File: config.mk
export PLATFORM = sky130hd
export DESIGN_NAME = se_tick_gen
export DESIGN_NICKNAME = d
export VERILOG_FILES = /design/src/rtl/se_tick_gen.sv
export SDC_FILE = /design/constraint.sdc
export NUM_CORES = 1
export LEC_CHECK = 0
export ABC_CLOCK_PERIOD_IN_PS = 2600
export BUFFER_PORTS_ARGS = -buffer_cell sky130_fd_sc_hd__buf_2
export CORE_AREA = 5 5 233 235
export CTS_BUF_LIST = sky130_fd_sc_hd__clkbuf_8
export CTS_CLUSTER_DIAMETER = 200
export CTS_CLUSTER_SIZE = 25
export DETAILED_ROUTE_END_ITERATION = 8
export DIE_AREA = 0 0 238 240
export HOLD_SLACK_MARGIN = 0.02
export PLACE_DENSITY_LB_ADDON = 0.15
export SETUP_SLACK_MARGIN = 0.3
export SLEW_MARGIN = 20
export SYNTH_ARGS = -nofsm -noshare
export SYNTH_HDL_FRONTEND = slang
export SYNTH_SLANG_ARGS = --single-unit
File: constraint.sdc
create_clock -name clk -period 2.6 [get_ports clk]
set_input_delay 0.52 -clock clk [delete_from_list [all_inputs] [get_ports clk]]
set_output_delay 0.52 -clock clk [all_outputs]
set_load 0.005 [all_outputs]
File: src/rtl/se_tick_gen.sv
// se_tick_gen: multi-channel programmable divider / tick generator.
// Each channel counts enabled cycles up to its divisor. At the terminal count
// it emits a one-cycle tick and toggles a 50% square wave. New divisors are
// loaded into a shadow register and take effect only when the counter
// restarts, so the current period is never shortened or stretched.
module se_tick_gen #(
  parameter int NUM_CH    = 4,
  parameter int CNT_W     = 27,
  parameter int RESET_DIV = 4999,
  localparam int SEL_W    = $clog2(NUM_CH)
) (
  input  logic              clk,
  input  logic              rst_n,
  input  logic [NUM_CH-1:0] en,
  input  logic [NUM_CH-1:0] clr,
  input  logic              load,
  input  logic [SEL_W-1:0]  load_ch,
  input  logic [CNT_W-1:0]  load_val,
  output logic [NUM_CH-1:0] div_clk,
  output logic [NUM_CH-1:0] tick,
  output logic [NUM_CH-1:0] pending
);

  localparam logic [CNT_W-1:0] RST_DIV = CNT_W'(RESET_DIV);

  logic [CNT_W-1:0]  cnt_q     [NUM_CH];
  logic [CNT_W-1:0]  cnt_d     [NUM_CH];
  logic [CNT_W-1:0]  div_cur_q [NUM_CH];
  logic [CNT_W-1:0]  div_cur_d [NUM_CH];
  logic [CNT_W-1:0]  div_nxt_q [NUM_CH];
  logic [CNT_W-1:0]  div_nxt_d [NUM_CH];
  logic [NUM_CH-1:0] pending_q, pending_d;
  logic [NUM_CH-1:0] div_clk_q, div_clk_d;
  logic [NUM_CH-1:0] tick_q, tick_d;
  logic [NUM_CH-1:0] load_hit_s;
  logic [NUM_CH-1:0] term_s;

  // Decode the load target and the per-channel terminal count.
  // An out-of-range load_ch matches no channel and is therefore ignored.
  always_comb begin
    load_hit_s = '0;
    term_s     = '0;
    for (int i = 0; i < NUM_CH; i++) begin
      load_hit_s[i] = load && (load_ch == SEL_W'(i));
      term_s[i]     = en[i] && (cnt_q[i] == div_cur_q[i]);
    end
  end

  // Next-state logic: clr beats terminal count, which beats plain counting.
  // The divisor is swapped only when the counter restarts (clr or terminal).
  always_comb begin
    cnt_d     = cnt_q;
    div_cur_d = div_cur_q;
    div_nxt_d = div_nxt_q;
    pending_d = pending_q;
    div_clk_d = div_clk_q;
    tick_d    = '0;
    for (int i = 0; i < NUM_CH; i++) begin
      if (clr[i]) begin
        cnt_d[i]     = '0;
        div_clk_d[i] = 1'b0;
        tick_d[i]    = 1'b0;
      end else if (term_s[i]) begin
        cnt_d[i]     = '0;
        div_clk_d[i] = ~div_clk_q[i];
        tick_d[i]    = 1'b1;
      end else if (en[i]) begin
        cnt_d[i]  = cnt_q[i] + CNT_W'(1);
        tick_d[i] = 1'b0;
      end else begin
        tick_d[i] = 1'b0;
      end

      if (clr[i] || term_s[i]) begin
        // A load arriving on the restart cycle bypasses the shadow register.
        if (load_hit_s[i]) begin
          div_cur_d[i] = load_val;
          div_nxt_d[i] = load_val;
          pending_d[i] = 1'b0;
        end else if (pending_q[i]) begin
          div_cur_d[i] = div_nxt_q[i];
          pending_d[i] = 1'b0;
        end else begin
          pending_d[i] = 1'b0;
        end
      end else if (load_hit_s[i]) begin
        // Last load wins while waiting for the next restart.
        div_nxt_d[i] = load_val;
        pending_d[i] = 1'b1;
      end else begin
        pending_d[i] = pending_q[i];
      end
    end
  end

  // State registers with asynchronous active-low reset.
  always_ff @(posedge clk or negedge rst_n) begin
    if (!rst_n) begin
      for (int i = 0; i < NUM_CH; i++) begin
        cnt_q[i]     <= '0;
        div_cur_q[i] <= RST_DIV;
        div_nxt_q[i] <= RST_DIV;
      end
      pending_q <= '0;
      div_clk_q <= '0;
      tick_q    <= '0;
    end else begin
      cnt_q     <= cnt_d;
      div_cur_q <= div_cur_d;
      div_nxt_q <= div_nxt_d;
      pending_q <= pending_d;
      div_clk_q <= div_clk_d;
      tick_q    <= tick_d;
    end
  end

  assign div_clk = div_clk_q;
  assign tick    = tick_q;
  assign pending = pending_q;

endmodule
# After elaboration in Yosys (flattened, before gate mapping)

Cells that the tools add are included.

ROM bits: 0
Bits in latches: 0
Input bits: 40
Output and inout port bits: 12
Bits in writable memories: 0
Register bits: 336
Memories: 0
Word-level logic and storage cells: 113

Bitwise gates (word level): 4
Div/mod/pow operators: 0
Magnitude comparators: 0
Shift operators: 0
Equality and inequality tests: 7
Mux-type cells: 44
$mul: 0
Reduce and logical (&&, ||, !) cells: 33
Add/subtract/negate cells: 4

Operators with widths:

| cell                                           | count |
|---|---|
| two-way mux 27 bit                             | 20 |
| adder 27 x 1 -> 27 bit (second input constant) | 4 |
| == test 27 bit                                 | 4 |
| two-way mux 1 bit                              | 24 |
| nonzero test 2 bit                             | 12 |
| nonzero test 3 bit                             | 4 |
| logical AND 1 bit                              | 8 |
| AND reduction 2 bit                            | 4 |
| == test 2 bit (second input constant)          | 2 |
| logical OR 1 bit                               | 4 |
| inverter 1 bit                                 | 4 |
| == test 2 x 1 -> 1 bit (second input constant) | 1 |
| zero test 2 bit                                | 1 |

# Longest topological paths before layout

Depth in word-level cells: 4
Gate-level depth with buffers: 10
Gate-level depth less buffers: 7

# Worst setup path before layout

Ideal clock, no wire load.

Kind: input -> register
From: in en[1]
To: reg div_cur_q[60] in the netlist's numbering
Library setup time: 125 ps
Stages on the path: 9
Slack: -86 ps
Path buffers: 4
Arrival time: 2561 ps
Cell sequence: clkbuf_1 o21ai_0 a2111oi_0 a41o_1 buf_2 nor2b_1 buf_2 buf_2 mux2_2

Longest elaborated chain between the ends: 3

RTL lines:

| item                                 | RTL line | RTL |
|---|---|---|
| start: declaration                   | 14       | `input logic [NUM_CH-1:0] en,` |
| logical AND 1 bit                    | 45       | `term_s[i] = en[i] && (cnt_q[i] == div_cur_q[i]);` |
| logical OR 1 bit                     | 74       | `if (clr[i] \|\| term_s[i]) begin` |
| AND reduction 2 bit (no source line) | n/a      |  |
| end signal: assignment               | 109      | `div_cur_q <= div_cur_d;` |
| end: declaration                     | 28       | `logic [CNT_W-1:0] div_cur_q [NUM_CH];` |

No other way between the ends.
A chain may end at the register's enable or synchronous reset.

# Worst setup path after layout

From: reg cnt_q[52] in the netlist's numbering
To: reg div_cur_q[45] in the netlist's numbering

Longest elaborated chain between the ends: 4

RTL lines:

| item                                 | RTL line | RTL |
|---|---|---|
| start: declaration                   | 26       | `logic [CNT_W-1:0] cnt_q [NUM_CH];` |
| start signal: assignment             | 108      | `cnt_q <= cnt_d;` |
| == test 27 bit                       | 45       |  |
| logical AND 1 bit                    | 45       |  |
| logical OR 1 bit                     | 74       |  |
| AND reduction 2 bit (no source line) | n/a      |  |

No other way between the ends.

==> impl_metrics.json <==
{
  "grt_pass1_wl_um": 61800,
  "seq_area_um2": 8500,
  "layout_common_cells": "dfrtp_1 (264), nor2_1 (126), xor2_1 (120), mux2_2 (108), mux2_4 (108)",
  "fin_skew_ns": 0.0271,
  "ys.flop_type": "dfrtp_1",
  "die_y_um": 240,
  "cp_data_required_time_ns": 3.09,
  "timing.max_cap.violations": 0,
  "grt_overflow": 0,
  "rows": 84,
  "worstSetupStartpointType": "flop",
  "outcome": "finished with violations",
  "ys_ff_latch": 336,
  "ir_drop_uv": 302,
  "antenna_found_initial": 1,
  "fillers": 5113,
  "root_buffer": "clkbuf_8",
  "cp_max_fo": 5,
  "dp_hpwl_um": 27600,
  "ys_async_sr_fraction_pct": 100,
  "setup_viol": 22,
  "io_buffers": 51,
  "critical_path_class": "reg -> reg",
  "drive_gt1_share_pct": 36.0,
  "tns_ns": -0.422,
  "nNetsFinal": 1407,
  "drc": 0,
  "path_clk_slew_ns": 0.18,
  "first_pass_iters": 5,
  "htreeDepth": 1,
  "grt_max_degree": 73,
  "cp-end-kind": "flop",
  "postLayoutCoreUtil_pct": 35.2,
  "ys_seq_area_share_pct": 55.3,
  "maxSlewHeadroom_pct": 55.8,
  "slew_violations": 0,
  "cp.arrival_ns": 3.12,
  "syn_to_final_growth_pct": 19.4,
  "insertion_delay_ns": 0.59,
  "start_util_pct": 29.5,
  "clockPowerShare_pct": 18.7,
  "grtUsageTotal_pct": 13.8,
  "violations": "setup timing",
  "setup_ws_ns": -0.0328,
  "syn_nets": 1285,
  "combPwrFrac_pct": 24.7,
  "synth_edf_count": 0,
  "cts_buffer_depth": 3,
  "vias_per_cell": 4.64,
  "io_pins": 52,
  "worst_pin_slew_ns": 0.663,
  "antenna_left": 0,
  "syn_area_per_cell_um2": 12.4,
  "power.switching_mw": 3.74,
  "fin_crit_sh_pct": 101,
  "final_common_cell": "dfrtp_1",
  "pwr_density_cell_nw_per_um2": 688,
  "wl_per_cell_um": 19.6,
  "core_area_um2": 52000,
  "vias": 9570,
  "multi_input_area_um2": 7200,
  "yosys_warnings": 0,
  "hp-class": "in -> reg",
  "synthDistinctLibCells": 57,
  "gp_congestion": 0.862,
  "rsz0062_at_grt": "true",
  "synth_top_cells_by_area": "dfrtp_1 (46%), mux2_2 (13%), dfstp_2 (9.6%)",
  "clock_sinks": 336,
  "cts-buffers-inserted": 17,
  "routed_wl_um": 40400,
  "synth_cells": 1241,
  "fmax_mhz": 380,
  "min_period_ns": 2.63,
  "power_frac_seq_pct": 56.6,
  "grt_pass1_vias": 9926,
  "hold_viol_final": 0,
  "die_w_um": 238,
  "p_int_mw": 8.87,
  "cts_tree": "built",
  "p_leak_nw": 7.88,
  "dieArea_um2": 57100,
  "p_sw_share_pct": 29.6,
  "synth_top_area_cell": "dfrtp_1",
  "syn_area_um2": 15300,
  "synth_top_area_share_pct": 45.7,
  "drtIter0Drc": 691
}
==> area by class of cell <==
class,count,share of cell area (%)
Antenna cell,1,0.0137
Clock buffer,17,1.28
Clock inverter,11,0.294
Inverter,10,0.205
Multi-Input combinational cell,850,39.3
Sequential cell,336,46.4
Tap cell,688,4.70
Timing Repair Buffer,148,7.75
==> worst paths after layout <==
kind                                           startpoint                   endpoint  slack [ns]  cells after the start
worst min register to register  div_nxt_q[65]$_DFFE_PN0P_  div_nxt_q[65]$_DFFE_PN0P_        0.51                      1
worst max register to register      cnt_q[52]$_DFFE_PN0P_  div_cur_q[45]$_DFFE_PN0P_       -0.03                      9
worst max-delay path                cnt_q[52]$_DFFE_PN0P_  div_cur_q[45]$_DFFE_PN0P_       -0.03                      9
min in group asynchronous                           rst_n  div_cur_q[59]$_DFFE_PN0P_        0.51                      2
worst min-delay path                               clr[0]      cnt_q[82]$_DFFE_PN0P_        0.16                      2
max in group asynchronous                           rst_n  div_nxt_q[27]$_DFFE_PN1P_        1.33                      3
==> logic make-up (layout without fill, tap and decap cells) <==
kind of cell | Yosys count | in the layout | share of synthesized area [%]
AND/OR/NAND/NOR | 384 | 384 | 12.9
flip-flops | 336 | 336 | 55.3
multiplexers | 216 | 216 | 16.3
XOR/XNOR | 195 | 195 | 11.1
buffers and inverters | 55 | 186 | 1.72
AO/OA/AOI/OAI | 51 | 51 | 2.26
adder cells (fa/ha/maj) | 4 | 4 | 0.326
other | 0 | 1 | 0
==> power by group through the flow <==
| stage | Sequential [mW] | Clock, mW | Combinational (mW) |
|---|---|---|---|
| 5_1_grt | 7.27 | 2.64 | 3.36 |
| 2_1_floorplan | 6.89 | 0 | 1.95 |
| 6_report | 7.14 | 2.35 | 3.11 |
| 3_5_place_dp | 7.20 | 0 | 2.62 |
| 3_3_place_gp | 7.18 | 0 | 2.58 |
| 4_1_cts | 7.12 | 2.49 | 2.89 |
==> Yosys cell counts (all sizes together) (21+ instances only) <==
library cell and n:
nor4 24, nor2 127, mux2 216, nand3 44, xor2 124, dfrtp 280
nand2 51, dfstp 56, and3 21, nand4 48, xnor2 71, clkbuf 30
==> registers in the layout, indices dropped and copies added, names as in the netlist <==
signal / count
div_cur_q: 108
pending: 4
cnt_q: 108
div_nxt_q: 108
div_clk: 4
tick: 4
==> worst max-delay path, cell delays in order, from the launching register on <==
cell,delay [ns]
dfrtp_1,0.44
xor2_1,0.19
or4b_4,0.54
nor4_4,0.31
nand3_2,0.17
a21oi_4,0.22
buf_6,0.16
buf_12,0.10
buf_16,0.11
mux2_4,0.29
==> per-stage QoR <==
step / hold WS [ns] / setup WS (ns) / power (mW) / area, um^2 / std cells
final: 0.162 / -0.0328 / 12.6 / 18300 / 2061
after global routing: 0.118 / -0.140 / 13.3 / 18300 / 2060
after CTS: 0.0982 / -0.0000975 / 12.5 / 17800 / 2041
after detailed placement: 0.478 / -0.0578 / 9.82 / 17000 / 1991
after global placement: 0.474 / -0.0728 / 9.76 / 17000 / 1991
after floorplan: 0.224 / -0.0236 / 8.84 / 15500 / 1241
==> per-layer routing <==
metal  track usage, %  part of all wire (%)
met3             1.46                   2.5
met1             19.7                    49
met2             23.0                    48
met5                0                     0
met4             2.50                   1.2
==> what timing repair did <==
item | 4_1_cts | 5_1_grt
setup endpoints to repair | 132 | 161
cloned | 6 | 5
hold buffers | 1 | 0
pin swaps | 9 | 15
hold endpoints to repair | 45 | 0
setup buffers | 15 | 14
gates resized for setup | 61 | 71
Note: power is estimated with default switching activity, not from simulation.
